$ cat src/rtl/apb_uart_tx_fifo.sv
// APB slave UART transmitter: TX FIFO, programmable baud divisor, parity,
// one/two stop bits and a FIFO-level / overflow interrupt.
module apb_uart_tx_fifo #(
  parameter int DATA_BITS  = 8,
  parameter int FIFO_DEPTH = 16,
  parameter int DIV_W      = 16,
  parameter int ADDR_W     = 8
) (
  input  logic              clk,
  input  logic              rst_,
  input  logic [ADDR_W-1:0] paddr_i,
  input  logic [31:0]       pwdata_i,
  output logic [31:0]       prdata_o,
  input  logic              psel_i,
  input  logic              penable_i,
  input  logic              pwrite_i,
  output logic              utxd_o,
  output logic              uart_int_o
);

  localparam int AW = $clog2(FIFO_DEPTH);
  localparam logic [ADDR_W-1:0] A_TXDATA = ADDR_W'(8'h00);
  localparam logic [ADDR_W-1:0] A_CTRL   = ADDR_W'(8'h04);
  localparam logic [ADDR_W-1:0] A_BAUD   = ADDR_W'(8'h08);
  localparam logic [ADDR_W-1:0] A_STATUS = ADDR_W'(8'h0C);
  localparam logic [ADDR_W-1:0] A_INTCFG = ADDR_W'(8'h10);
  localparam logic [3:0]        LAST_BIT = 4'(DATA_BITS - 1);

  typedef enum logic [2:0] {IDLE, START, DATA, PARITY, STOP} state_t;

  // Configuration and status registers
  logic             txen, stop2, ovf, lvl_ie, ovf_ie, int_r;
  logic [1:0]       par;
  logic [DIV_W-1:0] div;
  logic [7:0]       thresh;

  // FIFO storage
  logic [DATA_BITS-1:0] mem [FIFO_DEPTH];
  logic [AW-1:0]        wr_ptr, rd_ptr;
  logic [AW:0]          level;
  logic [DATA_BITS-1:0] head;
  logic                 full, empty, push_req, push, ovf_set, pop;

  // Transmitter state and frame-local copies of the configuration
  state_t               state, state_n;
  logic [DIV_W-1:0]     cnt, cnt_n, f_div, f_div_n;
  logic [3:0]           bit_cnt, bit_cnt_n;
  logic [DATA_BITS-1:0] sh, sh_n, sh_shift;
  logic                 f_par_en, f_par_en_n, f_par_bit, f_par_bit_n;
  logic                 f_stop2, f_stop2_n, stop_cnt, stop_cnt_n;
  logic                 utxd, utxd_n, load;

  logic wr_en, rd_en;
  logic unused_pwdata;

  assign wr_en         = psel_i & penable_i & pwrite_i;
  assign rd_en         = psel_i & penable_i & ~pwrite_i;
  assign unused_pwdata = ^pwdata_i;

  assign full     = (level == (AW+1)'(FIFO_DEPTH));
  assign empty    = (level == '0);
  assign head     = mem[rd_ptr];
  assign push_req = wr_en && (paddr_i == A_TXDATA);
  assign push     = push_req && !full;
  assign ovf_set  = push_req && full;
  assign sh_shift = sh >> 1;

  // Register file writes; overflow wins over a same-cycle W1C
  always_ff @(posedge clk) begin
    if (!rst_) begin
      txen   <= 1'b0;
      par    <= '0;
      stop2  <= 1'b0;
      div    <= '0;
      ovf    <= 1'b0;
      lvl_ie <= 1'b0;
      ovf_ie <= 1'b0;
      thresh <= '0;
    end else begin
      if (wr_en && paddr_i == A_CTRL) begin
        txen  <= pwdata_i[0];
        par   <= pwdata_i[2:1];
        stop2 <= pwdata_i[3];
      end
      if (wr_en && paddr_i == A_BAUD)
        div <= pwdata_i[DIV_W-1:0];
      if (wr_en && paddr_i == A_INTCFG) begin
        lvl_ie <= pwdata_i[0];
        ovf_ie <= pwdata_i[1];
        thresh <= pwdata_i[15:8];
      end
      if (ovf_set)
        ovf <= 1'b1;
      else if (wr_en && paddr_i == A_STATUS && pwdata_i[3])
        ovf <= 1'b0;
    end
  end

  // FIFO pointers and occupancy
  always_ff @(posedge clk) begin
    if (!rst_) begin
      wr_ptr <= '0;
      rd_ptr <= '0;
      level  <= '0;
    end else begin
      if (push) wr_ptr <= wr_ptr + 1'b1;
      if (pop)  rd_ptr <= rd_ptr + 1'b1;
      level <= level + (AW+1)'(push) - (AW+1)'(pop);
    end
  end

  // FIFO storage needs no reset: occupancy alone defines valid entries
  always_ff @(posedge clk) begin
    if (push) mem[wr_ptr] <= pwdata_i[DATA_BITS-1:0];
  end

  // Registered interrupt
  always_ff @(posedge clk) begin
    if (!rst_)
      int_r <= 1'b0;
    else
      int_r <= (lvl_ie && (32'(level) <= 32'(thresh))) || (ovf_ie && ovf);
  end

  // Transmitter state register
  always_ff @(posedge clk) begin
    if (!rst_) begin
      state     <= IDLE;
      cnt       <= '0;
      f_div     <= '0;
      bit_cnt   <= '0;
      sh        <= '0;
      f_par_en  <= 1'b0;
      f_par_bit <= 1'b0;
      f_stop2   <= 1'b0;
      stop_cnt  <= 1'b0;
      utxd      <= 1'b1;
    end else begin
      state     <= state_n;
      cnt       <= cnt_n;
      f_div     <= f_div_n;
      bit_cnt   <= bit_cnt_n;
      sh        <= sh_n;
      f_par_en  <= f_par_en_n;
      f_par_bit <= f_par_bit_n;
      f_stop2   <= f_stop2_n;
      stop_cnt  <= stop_cnt_n;
      utxd      <= utxd_n;
    end
  end

  // Next-state logic; the line value is computed one cycle ahead so that
  // utxd_o is a flop output changing only at bit boundaries
  always_comb begin
    state_n     = state;
    cnt_n       = cnt;
    f_div_n     = f_div;
    bit_cnt_n   = bit_cnt;
    sh_n        = sh;
    f_par_en_n  = f_par_en;
    f_par_bit_n = f_par_bit;
    f_stop2_n   = f_stop2;
    stop_cnt_n  = stop_cnt;
    utxd_n      = utxd;
    load        = 1'b0;
    pop         = 1'b0;
    case (state)
      IDLE: begin
        utxd_n = 1'b1;
        if (txen && !empty) load = 1'b1;
      end
      START: begin
        if (cnt == f_div) begin
          cnt_n     = '0;
          bit_cnt_n = '0;
          utxd_n    = sh[0];
          state_n   = DATA;
        end else begin
          cnt_n = cnt + 1'b1;
        end
      end
      DATA: begin
        if (cnt == f_div) begin
          cnt_n = '0;
          if (bit_cnt == LAST_BIT) begin
            if (f_par_en) begin
              utxd_n  = f_par_bit;
              state_n = PARITY;
            end else begin
              utxd_n     = 1'b1;
              stop_cnt_n = 1'b0;
              state_n    = STOP;
            end
          end else begin
            bit_cnt_n = bit_cnt + 1'b1;
            sh_n      = sh_shift;
            utxd_n    = sh_shift[0];
          end
        end else begin
          cnt_n = cnt + 1'b1;
        end
      end
      PARITY: begin
        if (cnt == f_div) begin
          cnt_n      = '0;
          utxd_n     = 1'b1;
          stop_cnt_n = 1'b0;
          state_n    = STOP;
        end else begin
          cnt_n = cnt + 1'b1;
        end
      end
      STOP: begin
        if (cnt == f_div) begin
          cnt_n = '0;
          if (f_stop2 && !stop_cnt) begin
            stop_cnt_n = 1'b1;
          end else if (txen && !empty) begin
            load = 1'b1;
          end else begin
            utxd_n  = 1'b1;
            state_n = IDLE;
          end
        end else begin
          cnt_n = cnt + 1'b1;
        end
      end
      default: begin
        utxd_n  = 1'b1;
        state_n = IDLE;
      end
    endcase
    if (load) begin
      pop         = 1'b1;
      sh_n        = head;
      f_par_en_n  = (par == 2'b01) || (par == 2'b10);
      f_par_bit_n = (^head) ^ (par == 2'b10);
      f_stop2_n   = stop2;
      f_div_n     = div;
      cnt_n       = '0;
      utxd_n      = 1'b0;
      state_n     = START;
    end
  end

  // APB read mux
  always_comb begin
    prdata_o = '0;
    if (rd_en) begin
      case (paddr_i)
        A_CTRL:   prdata_o[3:0] = {stop2, par, txen};
        A_BAUD:   prdata_o[DIV_W-1:0] = div;
        A_STATUS: begin
          prdata_o[0]        = full;
          prdata_o[1]        = empty;
          prdata_o[2]        = (state != IDLE);
          prdata_o[3]        = ovf;
          prdata_o[8 +: AW+1] = level;
        end
        A_INTCFG: begin
          prdata_o[0]    = lvl_ie;
          prdata_o[1]    = ovf_ie;
          prdata_o[15:8] = thresh;
        end
        default:  prdata_o = '0;
      endcase
    end
  end

  assign utxd_o     = utxd;
  assign uart_int_o = int_r;

endmodule

$ cat config.mk
export PLATFORM = sky130hd
export DESIGN_NAME = apb_uart_tx_fifo
export DESIGN_NICKNAME = d
export VERILOG_FILES = /design/src/rtl/apb_uart_tx_fifo.sv
export SDC_FILE = /design/constraint.sdc
export NUM_CORES = 1
export LEC_CHECK = 0
export ABC_AREA = 1
export CORE_ASPECT_RATIO = 1.4
export CORE_MARGIN = 2
export CORE_UTILIZATION = 45
export DETAILED_ROUTE_END_ITERATION = 7
export PLACE_DENSITY = 0.66
export SKIP_LAST_GASP = 1
export SYNTH_ARGS = -nofsm -noshare
export SYNTH_HDL_FRONTEND = slang
export SYNTH_SLANG_ARGS = --single-unit
$ cat constraint.sdc
create_clock -name clk -period 2.73 [get_ports clk]
set_input_delay 0.273 -clock clk [delete_from_list [all_inputs] [get_ports clk]]
set_output_delay 0.273 -clock clk [all_outputs]
set_load 0.05 [all_outputs]
# Yosys cells after proc, flatten, opt, wreduce, memory -nomap -nowiden
# Memories as Yosys holds them, arrays and structs flattened. A register that Yosys moved wholly into a read port is not among the register bits.
# Cells that the tools add are included.
dict set report op_classes {
  n_addsub 6
  magnitude_cmp 1
  n_eq_ne 32
  mux 53
  bitwise_logic 7
  n_reduce_logical 35
}
# op count
set ops {}
lappend ops {{2-to-1 mux 16 bit} 2}
lappend ops {{2-to-1 mux 8 bit} 4}
lappend ops {{2-to-1 mux 1 bit} 24}
lappend ops {{2-to-1 mux 3 bit} 8}
lappend ops {{2-to-1 mux 4 bit} 6}
lappend ops {{inequality test 2 bit, second input constant} 12}
lappend ops {{inequality test 3 bit, second input constant} 7}
lappend ops {{adder 16 x 1 -> 16 bit, second input constant} 1}
lappend ops {{equality test 16 bit} 1}
lappend ops {{equality test 8 x 4 -> 1 bit, second input constant} 2}
lappend ops {{AND reduction 8 bit} 2}
lappend ops {{one-hot mux 3 bit (5 select lines)} 1}
lappend ops {{one-hot mux 5 bit (3 select lines)} 1}
lappend ops {{adder 4 x 1 -> 4 bit, second input constant} 3}
lappend ops {{logical AND 1 bit} 12}
lappend ops {{equality test 8 x 3 -> 1 bit, second input constant} 1}
lappend ops {{equality test 8 x 5 -> 1 bit, second input constant} 1}
lappend ops {{less-or-equal comparator 5 x 8 -> 1 bit} 1}
lappend ops {{zero test 8 bit} 1}
lappend ops {{one-hot mux 2 bit (4 select lines)} 1}
lappend ops {{one-hot mux 4 bit (2 select lines)} 1}
lappend ops {{nonzero test 2 bit} 4}
lappend ops {{XOR reduction 8 bit} 1}
lappend ops {{AND reduction 7 bit} 1}
lappend ops {{other kinds (27)} 36}
dict set report word_totals {
  ff_bits 97
  ramBits 128
  wordCells 158
  n_memories 1
}
# name words word_bits read_ports rd_clocked_by_memory_dff wr line
set memory_table {}
lappend memory_table {mem 16 8 1 1 1 38} ;# logic [DATA_BITS-1:0] mem [FIFO_DEPTH];

# Longest topological paths before layout
# Gate-level depths: netlist of run 1.
dict set report depth {
  ltp_word 10
  ltp_mapped 21
  depth_no_buf 18
}

# Worst setup path before layout of run 1
# OpenSTA, ideal clock, no wires.
dict set report synth_path {
  kind {register to register}
  startpoint {reg cnt[5]}
  endpoint {reg level[4]}
  arrival_ns 2.626
  required_ns 2.602
  slack_ns -0.025
  stages_incl_launch_ff 18
  synth_period_minus_slack_ns 2.755
  path_cell_list {dfxtp_1 xnor2_1 nand2_1 nor4_1 nand2_1 o21ai_1 nand2_1 clkbuf_1 nor2_1 inv_1 nand2_1 ha_1 inv_1 fa_1 nor3_1 a211oi_1 o21ai_0 a21oi_1}
}
dict set report synth_via {
  elab_chain_cells 5
}
# item line
set synth_rtl {}
lappend synth_rtl {{start: declaration} 46} ;# logic [DIV_W-1:0] cnt, cnt_n, f_div, f_div_n;
lappend synth_rtl {{start signal: assignment} 140} ;# cnt <= cnt_n;
lappend synth_rtl {{equality test 16 bit} 214} ;# if (cnt == f_div) begin
lappend synth_rtl {{2-to-1 mux 1 bit} 214}
lappend synth_rtl {{one-hot mux 1 bit (2 select lines)} 167} ;# case (state)
lappend synth_rtl {{2-to-1 mux 1 bit} 233} ;# if (load) begin
lappend synth_rtl {{subtractor 5 x 1 -> 5 bit} 108} ;# level <= level + (AW+1)'(push) - (AW+1)'(pop);
lappend synth_rtl {{end signal: assignment} 108}
lappend synth_rtl {{end: declaration} 40} ;# logic [AW:0] level;
# No other way between the ends.
# A chain may end at the register's enable or synchronous reset.

# Worst setup path in the final report of run 1
dict set report layout_path {
  startpoint {reg cnt[15]}
  endpoint {reg level[4]}
}
# The elaborated chain is that of the path after synthesis.

==> summary by stage, run 1 <==
Placed design
The HPWL after detailed placement is 18400 µm. At the placement stage, the worst setup path has a slack of -132 ps. The number of I/O port buffers is 46.

The routability-driven placement congestion ratio is between 0.8 and 0.9.

Synthesis
The synthesized netlist occupies a cell area of between 0.01 and 0.015 mm². The synthesized design contains 229 register bits. Of the synthesized area, sequential elements account for 0.545.

The number of different library cells in the post-synthesis netlist is 48. The number of synthesis warnings is 0. The average instance in the mapped netlist occupies 8.54 µm². Synthesis produced 1262 cells.

Worst hold path
The worst hold path startpoint is pwdata_i[11]. The min-delay analysis places its worst path in the category input pin to register.

Setup path
The critical path required time is 3140 ps. The kind of critical path is register to register. The worst setup path is captured at a register. Tracing the worst setup path back leads to its startpoint at cnt[15]. The critical path startpoint category is a register. The worst register-to-register path begins at cnt[15]. In this run the worst path has a maximum fanout of 3.

The data arrival time at the worst-slack endpoint is 3000 ps.

Clock network
TritonCTS built the clock tree. The library cell used as clock root buffer is clkbuf_16. The number of buffers added by the clock tree synthesis step is 24. CTS built an H-tree with a depth of 1.

The tree built by TritonCTS fans out to 229 sinks. No sink is reached through more buffers than the 3 on the longest clock path. The register clock-pin slew on the reported worst setup and hold paths is 60 ps.

Hold repair after CTS inserted 0 buffers. The clock reaches the later pin of the worst-skew pair after 520 ps.

Route
The via total after detailed routing is roughly 8.5k. The via density per instance is around 5.1. The detailed router finished its first iteration with 484 violations. The sum of routed wire length over all layers is 26000 µm. The number of nets with antenna violations after detailed routing is 0. In the final routed layout, each cell accounts on average for 15.4 µm. The first detailed-routing pass took 6 iterations. The DRC violations left is 0.

Timing
Setup total negative slack on the finished layout was measured at 0 ps. Setup repair after global routing could not meet its margin everywhere. The total count of max-transition violations in the final report is 0. At the pin with the least slew margin, the transition time is between 800 and 900 ps. The final critical-path share of the clock period is 0.951. The worst pin sits at a relative slew slack of 0.419. The hold violation count in the final report was 0. The worst path meets setup with 134 ps of slack. The clock skew is 24.3 ps. The minimum clock period after layout is 2600 ps. The count of final setup violators is 0. Timing would allow up to 385 MHz.

Status
The flow ran to the end, and the final reports show no timing, DRC or antenna violations.

Floorplanning
For this configuration, the core starts out at a cell density of 0.454. Measured along the y axis, the die boundary spans 187 µm. The number of top-level pins is between 70 and 80. The core area is roughly 0.024 mm². The die covers 0.0252 mm². The die extent in x is 135 µm. In this run the core area contains 67 standard-cell rows.

Global route
The number of antenna violations at the first check in global routing is 0. The total track usage is 0.211. The first global-routing pass estimated 42500 µm of wire. The number of global-route vias before repair is roughly 8.6k. The global-route congestion overflow total is 0. The pin count of the biggest net entering global routing is 44.

Cells and area
The layout cell share with drive strength beyond 1 is 0.141. From synthesis to final layout, the design area changed by 20.2%. Fill cells in the final layout number about 2.2k.

After the last flow step, the layout net total stands at approximately 1.4k. The number of antenna diodes in the final layout is 0. At the end of the flow the core is filled with cells to 0.546.

Power
For this design the static power due to leakage is around 5.2 nW. The worst IR drop on VDD is 762 µV. The power density over the cells is 588 mW/mm².

Job
The max-capacitance violation count is 0.
synthesized netlist by cell type (all sizes together):
cell type | count | area share
o21ai | 74 | 0.035
nor2b | 1 | 0.00058
edfxtp | 128 | 0.36
nor4 | 2 | 0.0012
or2 | 10 | 0.0058
fa | 1 | 0.0019
or3 | 1 | 0.00058
a21oi | 60 | 0.028
conb | 1 | 0.00035
buf | 47 | 0.030
nand3b | 1 | 0.00070
nor2 | 176 | 0.066
a31o | 1 | 0.00081
xnor2 | 14 | 0.012
a31oi | 3 | 0.0017
xor2 | 2 | 0.0016
o211ai | 5 | 0.0035
nor3 | 23 | 0.013
nand3 | 85 | 0.040
dfxtp | 101 | 0.19
nand2 | 311 | 0.11
clkbuf | 15 | 0.0052
a221oi | 1 | 0.00081
a41oi | 2 | 0.0016
o22ai | 3 | 0.0017
a22oi | 1 | 0.00070
a211oi | 22 | 0.015
nand4 | 8 | 0.0046
ha | 18 | 0.021
clkinv | 1 | 0.00035
inv | 143 | 0.050
o31ai | 1 | 0.00070
report_power, final:
part,internal (mW),leakage [nW],total (mW),switching (mW)
logic,0.203,2.86,0.642,0.439
clock network,1.94,0.388,3.25,1.31
registers,3.68,1.97,3.73,0.0446
total,5.82,5.22,7.61,1.79
timing repair:
action	in CTS	in global routing
buffers inserted	0	2
cloned	0	0
gates resized for setup	2	30
endpoints found under the setup margin	1	10
pin swaps	0	14
cells by family (layout without fill, tap and decap cells):
| logic type | count (synthesis) | in the layout | synth area share |
|---|---|---|---|
| other | 1 | 16 | 0.000348 |
| buffers and inverters | 206 | 306 | 0.0857 |
| adder cells (fa/ha/maj) | 19 | 19 | 0.0228 |
| flip-flops | 229 | 229 | 0.545 |
| AO/OA/AOI/OAI | 173 | 173 | 0.0896 |
| AND/OR/NAND/NOR | 618 | 618 | 0.243 |
| XOR/XNOR | 16 | 16 | 0.0137 |
per-layer routing:
layer,track usage,share of wire
met2,0.391,0.53
met1,0.234,0.38
met4,0.0939,0.045
met3,0.0314,0.046
met5,0,0
final cells by class:
class                      instances  area [µm²]  area share
tap                              310         388      0.0300
clock inverter                    14         156      0.0121
inverter                         144         541      0.0417
sequential                       229        5870       0.453
multi-input combinational        842        4160       0.321
clock buffer                      30         634      0.0490
timing repair buffer             118        1200      0.0926
metrics by stage:
step | std cells | cell area [µm²] | power, mW | hold WS, ps
after floorplan | 1277 | 10800 | 4.23 | 372
after global placement | 1641 | 12000 | 4.42 | 448
after detailed placement | 1641 | 12000 | 4.43 | 454
after CTS | 1685 | 12800 | 7.68 | 300
after global routing | 1687 | 12900 | 7.91 | 322
final | 1687 | 12900 | 7.61 | 315
state kept, by name, summed over array words and instances, names as in the netlist, 2 cells and up, named ones only:
register	flops
bit_cnt	4
cnt	16
div	16
f_div	16
level	5
mem	128
par	2
rd_ptr	4
sh	8
state	3
thresh	8
wr_ptr	4
placed cells by master (no fill, tap or decap), types with 4 or more instances in the layout:
cell / n
a21oi_1: 59
inv_2: 9
nand3_1: 84
nand2_1: 300
or2_0: 4
a211oi_1: 21
ha_1: 17
dfxtp_2: 5
clkdlybuf4s50_1: 30
edfxtp_1: 128
o21ai_1: 13
clkinv_2: 6
dfxtp_1: 96
nand4_1: 8
o211ai_1: 5
nor3_1: 17
or2_2: 5
clkbuf_16: 24
nor2_4: 5
xnor2_1: 11
clkbuf_1: 4
nor2_2: 10
buf_4: 69
inv_1: 134
nand2_2: 10
conb_1: 16
nor2_1: 161
buf_12: 19
o21ai_0: 58
path summary, 6_finish.rpt:
| check | end | slack (ps) | cells past startpoint |
|---|---|---|---|
| setup reg to reg | level[4] | 130 | 16 |
| hold / removal | thresh[3] | 320 | 3 |
| hold reg to reg | f_stop2 | 460 | 2 |
| setup / recovery | level[4] | 130 | 16 |
worst max-delay path, cell delays in order (launching register included):
cell and delay [ps]:
dfxtp_2 340, xnor2_2 140, nand2_1 90, nor4_2 260, nand2_1 120, o21ai_2 190
nand2_2 150, nor2_4 140, inv_2 50, nand2_2 80, ha_4 140, inv_2 40
fa_2 380, nor3_4 140, a211oi_2 70, o21ai_1 130, a21oi_1 50
Note: power is estimated with default switching activity, not from simulation.
==> run 2, diff against run 1 <==
Settings changed: CORE_UTILIZATION 45 to 25, PLACE_DENSITY 0.66 to default.
==> summary by stage, run 2 (synthesis results as in run 1) <==
Status
The run finished with clean final reports.

Cells and area
The library cell used most frequently in the layout, excluding fill and tap cells, is nand2_1. The total area of multi-input combinational cells is 0.00415 mm² (-0.24%). Ranked by flip-flop count, first place goes to mem.

The sequential cell area is 0.00587 mm² (about the same). The fill cell total of the finished layout is 4409 (+100%). The number of nets in the layout is 1424 (+0.070%).

The area growth from synthesis to layout is 22.2%. The top cell types in the final layout, fill and taps aside, are nand2_1 (300), nor2_1 (159), inv_1 (133). The total inserted antenna cells is 0 (unchanged). The number of flip-flops under the largest register name is 128 (unchanged). The layout cell share with drive strength beyond 1 is 0.137 (-0.00363).

Clock network
The number of buffers added to fix hold violations after cts came to 0 (unchanged). The register clock-pin slew on the reported worst setup and hold paths was 60 ps (about the same). TritonCTS built the clock tree. The number of sinks handled by clock tree synthesis is 229 (unchanged). The clock insertion delay at the later pin of the skew report is 520 ps (about the same). The maximum root-to-sink buffer count came to 3 (unchanged). The number of buffers added by the clock tree synthesis step is 25 (+4.2%). The number of levels in the clock H-tree is 1 (unchanged).

The library cell used as clock root buffer is clkbuf_16.

Floorplanning
The initial standard-cell utilization of the core is 0.252 (-0.202). The height of the die is 250 µm (+33%). The number of top-level pins is 79 (unchanged).

The site row count was 90 (+34%). The die extent in x is 179 µm (+33%). The die footprint is 0.0448 mm² (+78%).

The core area came to 0.0428 mm² (+80%).

Global route
The wire length of the first global-routing pass came to 43800 µm (+3.3%). The global-route congestion overflow total was 0 (unchanged). The number of antenna violations at the first check in global routing came to 0 (unchanged). The total track usage was 0.120 (-0.0909).

The pin count of the biggest net entering global routing is 73 (+66%). The number of global-route vias before repair is 8362 (-2.7%).

Timing
The total count of max-transition violations in the final report is 0 (unchanged). The maximum clock frequency is 383 MHz (-0.47%). The setup total negative slack is 0 ps (unchanged).

Setup repair after global routing could not meet its margin everywhere. The count of final setup violators is 0 (unchanged). The clock skew came to 12.3 ps (-12.0 ps). The final-layout worst hold slack is 332 ps (+16.9 ps). The minimum clock period after layout is 2610 ps (+12.2 ps). The worst slew margin relative to its limit is 0.440 (+0.0210).

The transition at the pin with the smallest max-transition slack was 837 ps (-31.3 ps). The final critical-path share of the clock period is 0.955 (+0.00446). The hold violation count in the final report is 0 (unchanged).

Placed design
The routability-driven placement congestion ratio is 0.829 (-2.0%). The HPWL after detailed placement is 19000 µm (+3.4%). The number of I/O port buffers came to 46 (unchanged).

Job
The max-capacitance violation count is 0 (unchanged).

Route
The DRC violation total after the first TritonRoute iteration is 531 (+9.7%). The first-pass iteration count of the detailed router was 5 (-1). The detail-routed net length per standard cell is 14.3 µm (-7.2%). The via total after detailed routing is 8576 (+0.47%). The number of nets with antenna violations after detailed routing is 0 (unchanged). The via density per instance is 4.45 (-12%). The sum of routed wire length over all layers is 27600 µm (+6.1%).

The DRC violations left is 0 (unchanged).

Setup path
The critical path required time is 3130 ps (about the same). The cell type with the highest occurrence count on the critical path is inv_2. The data arrival time at the worst-slack endpoint came to 3010 ps (about the same). The kind of end point of the critical path is a register.

The kind of critical path is register to register. The critical path startpoint category is a register. The largest fanout on the critical path was 3 (unchanged). The critical path's largest stage delay is 370 ps (about the same).

Traced cell by cell, the critical path runs through inv_2 -> or2_0 -> nand3_1 -> nor4_2 -> nand2_1 -> o21ai_2 -> nand2_2 -> nor2_4 -> inv_2 -> nand2_2 -> ha_4 -> inv_2 -> fa_2 -> nor3_2 -> a211oi_2 -> o21ai_1 -> a21oi_1. For this design, the slowest cell found on the critical path is fa_2.

Power
The power density over the cells is 561 mW/mm² (-4.6%). The proportion of power drawn by the clock network is 0.408 (-0.018). The share of total power consumed by net switching came to 0.250 (+0.0140). The logic gate share of total power is 0.087 (+0.003).

The sequential cell fraction of total power is 0.505 (+0.016). The worst IR drop on VDD is 370 µV (-51%). The internal cell power is 5.54 mW (-4.8%). The overall power of the completed layout is 7.39 mW (-3.0%). The switching power summed over all nets is 1.84 mW (+2.8%).

The leakage power figure is 5.16 nW (-1.1%).

Worst hold path
The worst hold path belongs to the class input pin to register.
run 2: cell count changes in the layout (fill, tap and decap cells not counted), sizes merged:
cell,delta
clkbuf,-1
clkinv,+5
bufinv,-3
inv,-1
run 2: path summary, 6_finish.rpt:
| path | start | endpoint | slack [ps] | depth (start not counted) |
|---|---|---|---|---|
| min reg2reg | sh[7] | sh[7] | 460 | 2 |
| max reg2reg | cnt[10] | level[4] | 120 | 17 |
| max | cnt[10] | level[4] | 120 | 17 |
| min | pwdata_i[13] | thresh[5] | 330 | 3 |
run 2: per-stage QoR:
step | instances | setup slack (ps) | utilization | instance area, µm²
after floorplan | 1277 | 15.0 | - | 10800
after global placement | 1883 | -302 | 0.288 | 12300
after detailed placement | 1883 | -306 | 0.288 | 12300
after CTS | 1927 | 13.6 | 0.305 | 13100
after global routing | 1929 | -89.3 | 0.308 | 13200
final | 1929 | 122 | 0.308 | 13200
run 2: metal layers:
metal / GRT usage / part of all wire
met1: 0.145 / 0.43
met2: 0.220 / 0.51
met3: 0.0168 / 0.040
met4: 0.0346 / 0.023
met5: 0 / 0
run 2: power by group through the flow:
stage	sequential [mW]	combinational, mW	clock [mW]
finish	3.73	0.640	3.01
global route	3.74	0.706	3.24
CTS	3.73	0.640	3.07
detailed placement	3.81	0.636	0
global placement	3.81	0.623	0
floorplan	3.81	0.419	0
run 2: area by class of cell:
cell class,instances,share of cell area
clock inverter,15,0.00542
sequential,229,0.446
multi-input combinational,842,0.315
timing repair buffer,118,0.0910
inverter,144,0.0411
tap,552,0.0525
clock buffer,29,0.0487
run 2: worst max-delay path: cells and delay by family, from the launching register on:
| kind | cells | cell delay (ps) |
|---|---|---|
| adders and majority gates | 2 | 500 |
| and+or+nand+nor | 8 | 1080 |
| buffers and inverters | 3 | 160 |
| DFF | 1 | 330 |
| AOI/OAI and AO/OA | 4 | 420 |
run 2: repair_timing:
item	in CTS	in global routing
hold endpoints to repair	0	0
setup endpoints to repair	3	14
gates resized for setup	2	32
buffers inserted	0	2
pin swaps	0	12
